==> src/rtl/async_pipe_launch_ctrl.sv <==
// Launch sequencer for the async Booth-multiplier pipeline: two-phase request
// launch, synchronized two-phase ack counting, in-flight bound, launch spacing
// and completion watchdog.
module async_pipe_launch_ctrl #(
  parameter int unsigned DEPTH       = 4,
  parameter int unsigned CW          = 3,
  parameter int unsigned MIN_GAP     = 2,
  parameter int unsigned TIMEOUT     = 255,
  parameter int unsigned TW          = 8,
  parameter int unsigned SYNC_STAGES = 2
) (
  input  logic          clk,
  input  logic          rst,
  input  logic          start_valid,
  output logic          start_ready,
  output logic          req_out,
  input  logic          ack_in,
  output logic          done_valid,
  output logic [CW-1:0] inflight,
  output logic          long_sel,
  output logic          busy,
  output logic          timeout_err,
  input  logic          err_clr
);

  localparam int unsigned GW        = (MIN_GAP > 1) ? $clog2(MIN_GAP) : 1;
  localparam logic [CW-1:0] DEPTH_C   = CW'(DEPTH);
  localparam logic [TW-1:0] TIMEOUT_C = TW'(TIMEOUT);
  localparam logic [GW-1:0] GAP_LOAD  = GW'(MIN_GAP - 1);

  typedef enum logic [1:0] {
    S_IDLE = 2'd0,
    S_RUN  = 2'd1,
    S_ERR  = 2'd2
  } state_t;

  state_t                 r_state;
  state_t                 w_state_nxt;
  logic [SYNC_STAGES-1:0] r_sync;
  logic                   r_ack_q;
  logic                   r_req;
  logic [CW-1:0]          r_inflight;
  logic [GW-1:0]          r_gap;
  logic [TW-1:0]          r_wdog;
  logic                   r_done;
  logic                   r_err;
  logic                   r_busy;
  logic                   r_long;

  logic                   w_ack_s;
  logic                   w_ack_s_nxt;
  logic                   w_ack_ev;
  logic                   w_done_ev;
  logic                   w_start_ready;
  logic                   w_fire;
  logic                   w_req_nxt;
  logic [CW-1:0]          w_inflight_nxt;
  logic [GW-1:0]          w_gap_nxt;
  logic [TW-1:0]          w_wdog_nxt;

  assign w_ack_s     = r_sync[SYNC_STAGES-1];
  assign w_ack_s_nxt = r_sync[SYNC_STAGES-2];
  assign w_ack_ev    = w_ack_s ^ r_ack_q;
  // An ack edge with nothing in flight is spurious and ignored.
  assign w_done_ev   = w_ack_ev && (r_inflight != '0);

  // Launch is allowed only outside ERR, below the in-flight bound and after the spacing gap.
  always_comb begin
    w_start_ready = 1'b0;
    if ((r_state == S_IDLE || r_state == S_RUN) && (r_inflight < DEPTH_C) && (r_gap == '0)) begin
      w_start_ready = 1'b1;
    end
  end

  assign w_fire = start_valid && w_start_ready;

  // Next-state, counter, gap and watchdog updates.
  always_comb begin
    w_state_nxt    = r_state;
    w_req_nxt      = r_req ^ w_fire;
    w_inflight_nxt = r_inflight;
    w_gap_nxt      = r_gap;
    w_wdog_nxt     = r_wdog;

    case ({w_fire, w_done_ev})
      2'b10:   w_inflight_nxt = r_inflight + CW'(1);
      2'b01:   w_inflight_nxt = r_inflight - CW'(1);
      default: w_inflight_nxt = r_inflight;
    endcase

    if (w_fire) begin
      w_gap_nxt = GAP_LOAD;
    end else if (r_gap != '0) begin
      w_gap_nxt = r_gap - GW'(1);
    end

    if ((r_inflight == '0) || w_ack_ev) begin
      w_wdog_nxt = '0;
    end else if ((r_state == S_RUN) && (r_wdog < TIMEOUT_C)) begin
      w_wdog_nxt = r_wdog + TW'(1);
    end

    case (r_state)
      S_IDLE: begin
        if (w_fire) begin
          w_state_nxt = S_RUN;
        end
      end
      S_RUN: begin
        if ((w_inflight_nxt == '0) && !w_fire) begin
          w_state_nxt = S_IDLE;
        end else if (w_wdog_nxt == TIMEOUT_C) begin
          w_state_nxt = S_ERR;
        end
      end
      S_ERR: begin
        if (err_clr) begin
          w_state_nxt = (w_inflight_nxt == '0) ? S_IDLE : S_RUN;
          w_wdog_nxt  = '0;
        end
      end
      default: begin
        w_state_nxt = S_IDLE;
      end
    endcase
  end

  // Ack synchronizer, state register and registered outputs.
  always_ff @(posedge clk) begin
    if (rst) begin
      r_state    <= S_IDLE;
      r_sync     <= '0;
      r_ack_q    <= 1'b0;
      r_req      <= 1'b0;
      r_inflight <= '0;
      r_gap      <= '0;
      r_wdog     <= '0;
      r_done     <= 1'b0;
      r_err      <= 1'b0;
      r_busy     <= 1'b0;
      r_long     <= 1'b1;
    end else begin
      r_state    <= w_state_nxt;
      r_sync     <= {r_sync[SYNC_STAGES-2:0], ack_in};
      r_ack_q    <= w_ack_s;
      r_req      <= w_req_nxt;
      r_inflight <= w_inflight_nxt;
      r_gap      <= w_gap_nxt;
      r_wdog     <= w_wdog_nxt;
      r_done     <= w_done_ev;
      r_err      <= (w_state_nxt == S_ERR);
      r_busy     <= (w_state_nxt != S_IDLE);
      r_long     <= ~(w_req_nxt ^ w_ack_s_nxt);
    end
  end

  assign start_ready = w_start_ready;
  assign req_out     = r_req;
  assign done_valid  = r_done;
  assign inflight    = r_inflight;
  assign long_sel    = r_long;
  assign busy        = r_busy;
  assign timeout_err = r_err;

endmodule
==> config.mk <==
export PLATFORM = sky130hd
export DESIGN_NAME = async_pipe_launch_ctrl
export DESIGN_NICKNAME = d
export VERILOG_FILES = /design/src/rtl/async_pipe_launch_ctrl.sv
export SDC_FILE = /design/constraint.sdc
export NUM_CORES = 1
export LEC_CHECK = 0
export BUFFER_PORTS_ARGS = -buffer_cell sky130_fd_sc_hd__buf_2
export CAP_MARGIN = 20
export CORE_MARGIN = 2
export CORE_UTILIZATION = 49
export CTS_CLUSTER_SIZE = 14
export DETAILED_ROUTE_END_ITERATION = 8
export PLACE_DENSITY_LB_ADDON = 0.15
export SLEW_MARGIN = 20
export SYNTH_ARGS = -nofsm -noshare
export SYNTH_HDL_FRONTEND = slang
export SYNTH_SLANG_ARGS = --single-unit
==> constraint.sdc <==
create_clock -name clk -period 2.93 [get_ports clk]
set_input_delay 0.586 -clock clk [delete_from_list [all_inputs] [get_ports clk]]
set_output_delay 0.586 -clock clk [all_outputs]
set_load 0.01 [all_outputs]
==> metrics <==
Max Fclk=0.373 GHz; GRT overflow=0; status=finished, final reports clean; I/O Buffers=13; Antenna Cells=0; area leader, netlist=dfxtp_1; Sink Count=22; worst endpoint required time=3.19 ns; Net Count, Synth=120; clk slew on worst S/H paths=0.12 ns; GRT Total Usage=a little under 20%; DRT iter0 DRCs=14; num rows=16; Clock Path Buffers=2; CORE AREA=2000 um^2; final setup vio count=0; Pleak=0.500 nW; DP HPWL=1.59 mm; VDD IR-drop max=0.344 mV; H-tree levels=1; pin count of the biggest net entering global routing=18; Final Critical Period=2.68 ns; Worst path depth=10; power per cell area=approximately 550 nW/um^2; crit path max fanout=5; Setup crit end kind=flop; DRC=0; cell count after synthesis=around 110; area delta synth->final=15.0%; CTS buffer count=3; largest cells by area after synthesis=dfxtp_1 (42%), nor2_1 (5.0%), xnor2_1 (4.1%), nor3_1 (3.8%), xor2_1 (3.3%); slowest stage delay, CP=0.43 ns; drt first pass iters=4; Ys Warns=0; Hold Crit Class=in -> reg; Post-Route WL=around 2.1 mm; share of cells above drive strength 1=22.8%; CTS tree=yes; DR vias/cell=5.62; Mean Syn Cell Area=9.43 um^2; Clk Latency, worst-skew pair=~0.30 ns; Switching Power=between 0.2 and 0.25 mW; WL/cell=13.6 um; antenna viol nets, final=0; max_cap viols=0; vias in the first global route=~850; fin crit share=91.6%; CP Data Arrival Time=2.94 ns; cells on worst reg2reg path=10; Net Sw Frac=30.3%; clk_skew=~0.0027 ns; mux cell area share after synthesis=2.84%; Setup crit end=r_state[0]; initial antenna violation count=0; worst reg-to-reg setup slack=0.25 ns; final hold vios=0; Critical R2R Capture=r_state[0]; worst path cell trace=nor3_2 -> nand2_2 -> ha_1 -> fa_1 -> xor2_2 -> xnor2_1 -> a22oi_2 -> a21oi_1 -> a2111oi_2 -> a21o_1; register bit total from synthesis=22; CTS root buf=clkbuf_4; Compound-Gate Fraction of Synth Area=13.5%; Die Span Y=50.4 um; DR vias=866; WS Path Type=reg -> reg; critical path startpoint=inflight[2]; I/O pin cnt=14; GPL Wtd Cong=0.860; Sequential Power Share=51.5%; P_int=0.468 mW; Starting Density=52.8%; power share of the combinational group=about a quarter; Worst Path Buf+Inv=0; Hold Buf Count CTS=0; largest family of logic cells by synthesized area=simple AND/OR/NAND/NOR gates; count of pins over their slew limit=0; Synth top area share=a little over two fifths; CP top delay family=compound AO/OA/AOI/OAI gates; FF-to-FF Start=inflight[2]; Slowest-stage cell, CP=fa_1; hold slack=0.487 ns; full die area=roughly 2500 um^2; total design power=between 0.6 and 0.7 mW; first-pass GRT wire length=about 3.8 mm; Slew headroom=74.1%; Simple-Gate Fraction of Synth Area=between 20 and 30%; Synth Area in Adders=4.27%; Die X=50.4 um; CP Launch Type=flop; post-synth cell types=37; Synth Area in XOR/XNOR=7.46%; clock share of power=between 20 and 25%; worst slew pin tran=roughly 0.39 ns; Synth Cell Area=about 1100 um^2; register area share after synthesis=41.7%; NumNets Final=136
==> metal layers <==
metal | vias up | wire, um | GRT usage, %
li1 | 430 | - | -
met1 | 419 | 943 | 23.7
met2 | 11 | 1060 | 33.3
met3 | 6 | 54 | 4.46
met4 | 0 | 30 | 7.66
met5 | - | 0 | 0
==> Yosys cell counts (all sizes together) <==
master and number:
o21bai 1, a31oi 1, xor2 4, nand2 8, nand3 1, nand4b 2, nor2 14, o21ba 1
fa 1, nand4 2, a2111oi 1, nor2b 3, a21o 2, nand2b 5, a21oi 4, o22ai 1
clkbuf 2, a221oi 1, nor3b 3, inv 1, and2b 2, mux2i 3, xnor2 5, and4bb 1
ha 2, a22oi 1, a41oi 1, nor4 1, o21ai 2, nor3 8, dfxtp 22, o31a 1
or4 1, and2 2, o41ai 2
==> metrics by stage <==
stage	util (%)	std cells	setup WS (ns)	cell area [um^2]	TNS, ns
finish	60.7	154	0.246	1210	0
global route	60.7	154	-0.00495	1210	-0.00495
CTS	59.1	154	0.0399	1180	0
detailed placement	57.3	150	0.0943	1150	0
global placement	57.3	150	0.306	1150	0
floorplan	-	112	0.176	1060	0
==> how the worst min path moves through the flow <==
stage	startpoint	to	slack, ns	cells after the start
after global routing	ack_in	r_sync[0]	0.49	2
after global placement	r_sync[1]	r_ack_q	0.47	1
after CTS	ack_in	r_sync[0]	0.49	2
after floorplan	r_sync[1]	r_ack_q	0.46	1
after detailed placement	r_sync[1]	r_ack_q	0.48	1
final	ack_in	r_sync[0]	0.49	2
==> placed cells by master (no fill, tap or decap), types with 2 or more instances in the layout <==
master | netlist | final
dfxtp_1 | 22 | 22
nor2b_1 | 3 | 3
a21oi_1 | 4 | 4
nor3b_1 | 2 | 2
nand2b_1 | 5 | 5
buf_2 | 0 | 13
xnor2_1 | 5 | 5
ha_1 | 2 | 2
mux2i_1 | 3 | 3
and2b_1 | 2 | 2
nor2_1 | 14 | 14
a21o_1 | 2 | 2
o21ai_0 | 2 | 2
and2_1 | 2 | 2
nand2_1 | 8 | 7
nor3_2 | 0 | 2
clkbuf_4 | 0 | 3
xor2_1 | 4 | 3
nand4_1 | 2 | 2
o41ai_1 | 2 | 2
nor3_1 | 8 | 6
==> layout make-up <==
type | count | area (um^2)
inverters | 1 | 3.75
repair buffers | 13 | 65.1
multi-input cells | 87 | 636
flip-flops and latches | 22 | 440
well taps | 27 | 33.8
fillers | 175 | 787
clock buffers | 4 | 36.3
==> logic make-up (layout without fill, tap and decap cells) <==
group	count (synthesis)	in the layout
AOI/OAI and AO/OA	19	19
buffers and inverters	3	18
xor gates and xnor gates	9	9
DFF	22	22
and+or+nand+nor	53	53
adders and majority gates	3	3
muxes	3	3
==> state kept, by name, summed over array words and instances, names as in the netlist, 2 cells and up <==
register,cells
r_state,2
r_sync,2
r_wdog,8
inflight,3
==> power by group through the flow <==
stage | Clock (mW) | Combinational (mW) | Sequential [mW]
global route | 0.182 | 0.183 | 0.350
global placement | 0 | 0.147 | 0.348
detailed placement | 0 | 0.150 | 0.350
CTS | 0.169 | 0.152 | 0.343
floorplan | 0 | 0.103 | 0.353
finish | 0.162 | 0.164 | 0.346
==> worst register-to-register path, cell delays in order (launching register included) <==
cell       delay, ns
dfxtp_1         0.39
nor3_2          0.28
nand2_2         0.14
ha_1            0.27
fa_1            0.43
xor2_2          0.18
xnor2_1         0.14
a22oi_2         0.18
a21oi_1         0.13
a2111oi_2       0.39
a21o_1          0.12
==> timing repair <==
action | 4_1_cts | 5_1_grt
setup endpoints to repair | 0 | 4
buffers inserted | 0 | 0
resized for setup | 0 | 7
No activity file was read; power rests on OpenSTA's default activity.
